File: config.mk
export PLATFORM = sky130hd
export DESIGN_NAME = rpn_ctrl
export DESIGN_NICKNAME = d
export VERILOG_FILES = /design/src/rtl/rpn_pkg.sv /design/src/rtl/rpn_alu.sv /design/src/rtl/rpn_ctrl.sv
export SDC_FILE = /design/constraint.sdc
export NUM_CORES = 1
export LEC_CHECK = 0
export ABC_AREA = 1
export BUFFER_PORTS_ARGS = -buffer_cell sky130_fd_sc_hd__buf_4
export CORE_MARGIN = 10
export CORE_UTILIZATION = 35
export CTS_CLUSTER_SIZE = 14
export DETAILED_ROUTE_END_ITERATION = 8
export GPL_TIMING_DRIVEN = 0
export MAX_ROUTING_LAYER = met4
export PLACE_DENSITY = 0.61
export SYNTH_ARGS = -nofsm -noshare
export SYNTH_HDL_FRONTEND = slang
export SYNTH_SLANG_ARGS = --single-unit
File: constraint.sdc
create_clock -name clk -period 7.1 [get_ports clk]
set_clock_uncertainty 0.1 [all_clocks]
set_input_delay 0.355 -clock clk [delete_from_list [all_inputs] [get_ports clk]]
set_output_delay 0.355 -clock clk [all_outputs]
set_load 0.05 [all_outputs]
File: src/rtl/rpn_pkg.sv
// Shared constants, opcode encoding, FSM states and legality limits for the RPN command sequencer.
package rpn_pkg;

    localparam int unsigned STK_DEPTH = 8;
    localparam int unsigned DEPTH_W   = 4;
    localparam int unsigned DATA_W    = 16;
    localparam int unsigned OP_W      = 3;

    localparam logic [OP_W-1:0] OP_NOP  = 3'b000;
    localparam logic [OP_W-1:0] OP_PUSH = 3'b001;
    localparam logic [OP_W-1:0] OP_DROP = 3'b010;
    localparam logic [OP_W-1:0] OP_DUP  = 3'b011;
    localparam logic [OP_W-1:0] OP_ADD  = 3'b100;
    localparam logic [OP_W-1:0] OP_SUB  = 3'b101;
    localparam logic [OP_W-1:0] OP_AND  = 3'b110;
    localparam logic [OP_W-1:0] OP_PEEK = 3'b111;

    typedef enum logic [2:0] {
        ST_IDLE = 3'd0,
        ST_POP1 = 3'd1,
        ST_RD1  = 3'd2,
        ST_RD2  = 3'd3,
        ST_WB   = 3'd4,
        ST_WB2  = 3'd5
    } state_e;

    localparam logic [DEPTH_W-1:0] DEPTH_FULL = DEPTH_W'(STK_DEPTH);

    // Occupancy window in which each opcode may be accepted
    localparam logic [DEPTH_W-1:0] MIN_NOP  = DEPTH_W'(0);
    localparam logic [DEPTH_W-1:0] MAX_NOP  = DEPTH_FULL;
    localparam logic [DEPTH_W-1:0] MIN_PUSH = DEPTH_W'(0);
    localparam logic [DEPTH_W-1:0] MAX_PUSH = DEPTH_W'(STK_DEPTH - 1);
    localparam logic [DEPTH_W-1:0] MIN_DROP = DEPTH_W'(1);
    localparam logic [DEPTH_W-1:0] MAX_DROP = DEPTH_FULL;
    localparam logic [DEPTH_W-1:0] MIN_PEEK = DEPTH_W'(1);
    localparam logic [DEPTH_W-1:0] MAX_PEEK = DEPTH_FULL;
    localparam logic [DEPTH_W-1:0] MIN_DUP  = DEPTH_W'(1);
    localparam logic [DEPTH_W-1:0] MAX_DUP  = DEPTH_W'(STK_DEPTH - 1);
    localparam logic [DEPTH_W-1:0] MIN_BIN  = DEPTH_W'(2);
    localparam logic [DEPTH_W-1:0] MAX_BIN  = DEPTH_FULL;

    function automatic logic [DEPTH_W-1:0] op_min_depth(input logic [OP_W-1:0] op);
        case (op)
            OP_NOP:  return MIN_NOP;
            OP_PUSH: return MIN_PUSH;
            OP_DROP: return MIN_DROP;
            OP_PEEK: return MIN_PEEK;
            OP_DUP:  return MIN_DUP;
            default: return MIN_BIN;
        endcase
    endfunction

    function automatic logic [DEPTH_W-1:0] op_max_depth(input logic [OP_W-1:0] op);
        case (op)
            OP_NOP:  return MAX_NOP;
            OP_PUSH: return MAX_PUSH;
            OP_DROP: return MAX_DROP;
            OP_PEEK: return MAX_PEEK;
            OP_DUP:  return MAX_DUP;
            default: return MAX_BIN;
        endcase
    endfunction

    function automatic logic op_is_binary(input logic [OP_W-1:0] op);
        return (op == OP_ADD) || (op == OP_SUB) || (op == OP_AND);
    endfunction

endpackage

File: src/rtl/rpn_alu.sv
// Combinational ALU: R = B op A, with A the former top of stack.
// Define RPN_CTRL_SAT_EN for unsigned saturating ADD/SUB; otherwise modulo 2^16.
module rpn_alu
    import rpn_pkg::*;
(
    input  logic [OP_W-1:0]   op,
    input  logic [DATA_W-1:0] a,
    input  logic [DATA_W-1:0] b,
    output logic [DATA_W-1:0] r_c
);

    logic [DATA_W-1:0] add_r;
    logic [DATA_W-1:0] sub_r;

`ifdef RPN_CTRL_SAT_EN
    logic [DATA_W:0] sum_w;
    logic [DATA_W:0] diff_w;

    assign sum_w  = {1'b0, b} + {1'b0, a};
    assign diff_w = {1'b0, b} - {1'b0, a};
    // Top bit is carry for the sum and borrow for the difference
    assign add_r  = sum_w[DATA_W]  ? '1 : sum_w[DATA_W-1:0];
    assign sub_r  = diff_w[DATA_W] ? '0 : diff_w[DATA_W-1:0];
`else
    assign add_r  = b + a;
    assign sub_r  = b - a;
`endif

    always_comb begin
        r_c = a;
        case (op)
            OP_ADD:  r_c = add_r;
            OP_SUB:  r_c = sub_r;
            OP_AND:  r_c = b & a;
            default: r_c = a;
        endcase
    end

endmodule

File: src/rtl/rpn_ctrl.sv
// RPN command sequencer in front of an 8-entry 16-bit stack; never over/underflows the stack.
// Build option RPN_CTRL_SAT_EN (handled in rpn_alu) selects saturating ADD/SUB.
module rpn_ctrl
    import rpn_pkg::*;
(
    input  logic                clk,
    input  logic                reset,
    input  logic                cmd_valid,
    output logic                cmd_ready,
    input  logic [OP_W-1:0]     cmd_op,
    input  logic [DATA_W-1:0]   cmd_imm,
    output logic                stk_push,
    output logic                stk_pop,
    output logic [DATA_W-1:0]   stk_value_in,
    input  logic [DATA_W-1:0]   stk_value_out,
    output logic [DATA_W-1:0]   result,
    output logic                result_valid,
    output logic [DEPTH_W-1:0]  depth,
    output logic                err
);

    state_e              state_q, state_d;
    logic [OP_W-1:0]     op_q, op_d;
    logic [DATA_W-1:0]   a_q, a_d;
    logic [DATA_W-1:0]   alu_r;
    logic [DATA_W-1:0]   stk_value_in_d, result_d;
    logic [DEPTH_W-1:0]  depth_d;
    logic                cmd_ready_d, stk_push_d, stk_pop_d, result_valid_d, err_d;
    logic                legal;

    // B is consumed straight off the stack read port during RD2
    rpn_alu u_alu (
        .op  (op_q),
        .a   (a_q),
        .b   (stk_value_out),
        .r_c (alu_r)
    );

    assign legal = (depth >= op_min_depth(cmd_op)) && (depth <= op_max_depth(cmd_op));

    // Next-state and next-output logic; strobes are set on entry to the state that owns them
    always_comb begin
        state_d        = state_q;
        op_d           = op_q;
        a_d            = a_q;
        cmd_ready_d    = 1'b0;
        stk_push_d     = 1'b0;
        stk_pop_d      = 1'b0;
        stk_value_in_d = '0;
        result_d       = result;
        result_valid_d = 1'b0;
        err_d          = err;
        depth_d        = depth;

        if (stk_push && !stk_pop) begin
            depth_d = depth + DEPTH_W'(1);
        end else if (stk_pop && !stk_push) begin
            depth_d = depth - DEPTH_W'(1);
        end

        case (state_q)
            ST_IDLE: begin
                cmd_ready_d = 1'b1;
                if (cmd_valid && cmd_ready) begin
                    if (!legal) begin
                        err_d = 1'b1;
                    end else if (cmd_op == OP_PUSH) begin
                        op_d           = cmd_op;
                        state_d        = ST_WB;
                        cmd_ready_d    = 1'b0;
                        stk_push_d     = 1'b1;
                        stk_value_in_d = cmd_imm;
                    end else if (cmd_op != OP_NOP) begin
                        op_d        = cmd_op;
                        state_d     = ST_POP1;
                        cmd_ready_d = 1'b0;
                        stk_pop_d   = 1'b1;
                    end
                end
            end
            ST_POP1: begin
                if (op_q == OP_DROP) begin
                    state_d     = ST_IDLE;
                    cmd_ready_d = 1'b1;
                end else begin
                    state_d   = ST_RD1;
                    stk_pop_d = op_is_binary(op_q);
                end
            end
            ST_RD1: begin
                a_d = stk_value_out;
                if (op_is_binary(op_q)) begin
                    state_d = ST_RD2;
                end else begin
                    state_d        = ST_WB;
                    stk_push_d     = 1'b1;
                    stk_value_in_d = stk_value_out;
                    if (op_q == OP_PEEK) begin
                        result_d       = stk_value_out;
                        result_valid_d = 1'b1;
                    end
                end
            end
            ST_RD2: begin
                state_d        = ST_WB;
                stk_push_d     = 1'b1;
                stk_value_in_d = alu_r;
                result_d       = alu_r;
                result_valid_d = 1'b1;
            end
            ST_WB: begin
                if (op_q == OP_DUP) begin
                    state_d        = ST_WB2;
                    stk_push_d     = 1'b1;
                    stk_value_in_d = a_q;
                end else begin
                    state_d     = ST_IDLE;
                    cmd_ready_d = 1'b1;
                end
            end
            default: begin
                state_d     = ST_IDLE;
                cmd_ready_d = 1'b1;
            end
        endcase
    end

    // State, operand and output registers
    always_ff @(posedge clk) begin
        if (reset) begin
            state_q      <= ST_IDLE;
            op_q         <= OP_NOP;
            a_q          <= '0;
            cmd_ready    <= 1'b1;
            stk_push     <= 1'b0;
            stk_pop      <= 1'b0;
            stk_value_in <= '0;
            result       <= '0;
            result_valid <= 1'b0;
            err          <= 1'b0;
            depth        <= '0;
        end else begin
            state_q      <= state_d;
            op_q         <= op_d;
            a_q          <= a_d;
            cmd_ready    <= cmd_ready_d;
            stk_push     <= stk_push_d;
            stk_pop      <= stk_pop_d;
            stk_value_in <= stk_value_in_d;
            result       <= result_d;
            result_valid <= result_valid_d;
            err          <= err_d;
            depth        <= depth_d;
        end
    end

endmodule

==> results.py <==
metrics = {
    "cts": {
        "cts_inserted_buffers": 9,
        "clkSlewWorstSetupHoldPaths_ns": 0.05,
        "cts_hold_buffers": 0,
        "clock_tree.root_cell": "clkbuf_16",
        "ctsLongestPathBuffers": 2,
        "clk-insertion-delay-late_ns": 0.33,
        "postCtsResizedCells": 0,
        "htreeDepth": 3,
        "cts_setup_buffers": 0,
        "clock_sinks": 63,
        "cts_tree": "done",
    },
    "timing": {
        "finalSetupViolCount": 0,
        "max_freq_mhz": 312.2,
        "min_period_over_period": 0.4511,
        "worst_margin_pin_slew_ns": 0.6957,
        "post-route-min-period_ns": 3.203,
        "maxSlewHeadroom": 0.5362,
        "grt_setup_unrepaired": "no",
        "setup_tns_ns": 0,
        "timing.final.max_slew_violations": 0,
        "timing.final.hold_violations": 0,
    },
    "worst_setup_path": {
        "timing.critical_path.from_type": "flop",
        "worstPathArrival_ns": 3.35,
        "reg2reg_slack_ns": 3.90,
        "end_of_the_critical_path": "stk_value_in[15]$_SDFF_PP0_",
        "r2r_start": "a_q[0]$_SDFFE_PP0P_",
        "critical_path_capture_point_type": "flop",
        "cp-startpoint": "a_q[0]$_SDFFE_PP0P_",
        "worst-path-max-fanout": 6,
        "worstPathRequired_ns": 7.25,
        "worstReg2RegEnd": "stk_value_in[15]$_SDFF_PP0_",
        "critical_path_class": "reg2reg",
        "ff2ff_path_depth": 20,
    },
    "min_path": {
        "min_path_type": "in2reg",
        "hold_path_startpoint": "cmd_imm[0]",
    },
    "synth": {
        "synth-edff-count": 0,
        "yosys.area.top_type_share": 0.2902,
        "syn_inst": 653,
        "synth_area_um2": 4345,
        "postSynthNetCount": 719,
        "post_synth_num_cell_types": 37,
        "synth.avg_cell_area_um2": 6.655,
        "synth-main-ff-cell": "dfxtp_1",
        "synthesis.yosys.warnings": 0,
        "area_leader_netlist": "dfxtp_1",
        "async_flop_share": 0,
        "synth.ff_latch_count": 63,
        "yosys-top-cells-area": "dfxtp_1, nand2_1, a21oi_1",
        "sequential_to_total_area_share_from_yosys_stat": 0.2902,
    },
    "route": {
        "dr.first_iter.drc_count": 536,
        "post_drt_via_cell_ratio": 5.208,
        "first_pass_iters": 5,
        "detail_route.wirelength_um": 15740,
        "num_vias": 4760,
        "detail-route-antenna-nets": 0,
        "per_cell_routed_wire_length_um": 17.22,
        "detail_route.drc_violations": 0,
    },
    "power": {
        "vdd.ir_drop.worst_uv": 146.4,
        "power_per_standard_cell_area_nw_per_um2": 465.8,
        "static-leakage-power_nw": 2.473,
    },
    "floorplanning": {
        "initial_standard_cell_utilization_of_the_core": 0.3603,
        "die-width_um": 131.4,
        "floorplan.rows": 40,
        "die-area_um2": 17270,
        "core_area_um2": 12060,
        "ios": 79,
        "dieHeight_um": 131.4,
    },
    "layout": {
        "layout-area-overhead-vs-synth_pct": 25.19,
        "layout.nets": 808,
        "n_antenna_cell": 0,
        "fin_util": 0.4510,
        "layout_cells_sized_above_1": 0.1769,
        "fillers": 1245,
    },
    "job": {
        "maximum_capacitance_violations": 0,
    },
    "run_status": {
        "run_status": "complete, no violations",
    },
    "global_routing": {
        "number_of_global_route_vias_before_repair": 4615,
        "global_route_wire_length_before_repair_um": 24780,
        "grt_antenna_before_repair": 0,
        "grt_remaining_overflow": 0,
        "grt_start_max_net_pins": 11,
        "grt.total_usage": 0.1802,
    },
    "placement": {
        "dp_hpwl_um": 12160,
        "place.gp.congestion": 0.9248,
        "port_buffers": 78,
    },
}
[layout by cell type, fill, tap and decap left out, drive strengths merged]
cell type | Yosys | routed
clkinvlp | 0 | 1
inv | 80 | 80
o22ai | 12 | 12
o31ai | 2 | 2
xnor2 | 1 | 1
xor2 | 17 | 17
bufinv | 0 | 1
ha | 26 | 26
nand3b | 3 | 3
dfxtp | 63 | 63
a31oi | 17 | 17
a41oi | 2 | 2
a21o | 2 | 2
a21oi | 96 | 96
or2 | 3 | 3
a211oi | 4 | 4
fa | 2 | 2
nor3 | 6 | 6
nand2 | 161 | 161
buf | 13 | 91
o211ai | 1 | 1
clkbuf | 7 | 19
nand3 | 27 | 27
a22oi | 5 | 5
nor2 | 51 | 51
o21bai | 1 | 1
nand4 | 7 | 7
o21a | 1 | 1
clkinv | 0 | 1
o21ai | 43 | 43
[per-stage QoR]
step           cell area (um2)  instances  worst slack [ns]  total power, W  hold slack, ns
2_1_floorplan             4345        653             4.418        0.001702          0.3536
3_3_place_gp              5141        899             3.965        0.002052          0.3683
3_5_place_dp              5141        899             3.962        0.002080          0.3682
4_1_cts                   5440        914             3.925        0.002534          0.2224
5_1_grt                   5440        914             3.605        0.002784          0.2298
6_report                  5440        914             3.897        0.002534          0.2188
[state kept, by name, indices dropped and copies added, names as in the netlist]
signal / cells
err: 1
stk_push: 1
depth: 4
state_q: 3
a_q: 16
op_q: 3
stk_pop: 1
cmd_ready: 1
result: 16
result_valid: 1
stk_value_in: 16
[worst min-delay path by stage]
stage                                             to  cells after the start  slack, ns
final                     stk_value_in[0]$_SDFF_PP0_                      3       0.22
after global routing      stk_value_in[1]$_SDFF_PP0_                      3       0.23
after CTS                 stk_value_in[0]$_SDFF_PP0_                      3       0.22
after detailed placement            err$_SDFFE_PP0P_                      2       0.37
after global placement              err$_SDFFE_PP0P_                      2       0.37
after floorplan                  a_q[7]$_SDFFE_PP0P_                      2       0.35
[metal layers]
layer | vias to the layer above | track usage | share of wire
li1 | 2372 | - | -
met1 | 2187 | 0.2275 | 0.45
met2 | 186 | 0.2889 | 0.47
met3 | 15 | 0.04116 | 0.075
met4 | 0 | 0.03585 | 0.0078
met5 | - | - | 0
[final cells by class]
cell class / count / area [um2] / share of cell area
Tap cell: 168 / 210.2 / 0.03864
Timing Repair Buffer: 78 / 585.6 / 0.1076
Clock inverter: 3 / 42.54 / 0.007820
Inverter: 80 / 300.3 / 0.05520
Multi-Input combinational cell: 490 / 2670 / 0.4908
Buffer: 20 / 113.9 / 0.02093
Sequential cell: 63 / 1261 / 0.2318
Clock buffer: 12 / 256.5 / 0.04715
[kinds of logic after synthesis]
| group | after synthesis | synth area share |
|---|---|---|
| buf+inv | 100 | 0.09531 |
| simple gates | 258 | 0.2580 |
| compound gates | 186 | 0.2361 |
| flops | 63 | 0.2902 |
| xor+xnor | 18 | 0.03628 |
| fa+ha+maj | 28 | 0.08408 |
[report_power, final]
| group | internal, W | total [W] | switching, W |
|---|---|---|---|
| combinational | 0.000570 | 0.00162 | 0.00105 |
| clock | 0.000288 | 0.000450 | 0.000162 |
| sequential | 0.000409 | 0.000466 | 0.0000566 |
| total | 0.00127 | 0.00253 | 0.00127 |
[critical path, stage by stage, from the launching register on]
cell	delay [ns]
dfxtp_1	0.36
inv_1	0.13
ha_1	0.18
nand3_1	0.11
nor2_1	0.13
nand4_1	0.14
o21ai_2	0.21
nand2_1	0.09
xor2_1	0.14
inv_1	0.06
ha_1	0.36
nand2_1	0.13
nor3_1	0.22
nand2_1	0.07
nand2_1	0.12
inv_1	0.05
nand2_1	0.06
nand3_1	0.11
nand2_1	0.09
nand2_1	0.08
a21oi_1	0.18
[synth_stat cells, types with 3 or more instances]
cell,instances
nand2_1,158
a22oi_1,5
nor2_4,7
dfxtp_1,63
buf_4,4
clkbuf_1,7
nand2_2,3
nand3b_1,3
a31oi_1,17
a211oi_1,4
inv_1,73
o21ai_0,36
nand3_1,27
nand4_1,7
or2_2,3
o22ai_1,12
inv_2,7
a21oi_1,95
nor3_1,4
xor2_1,17
buf_2,7
ha_1,26
o21ai_1,5
nor2_1,42
No activity file was read; power rests on OpenSTA's default activity.
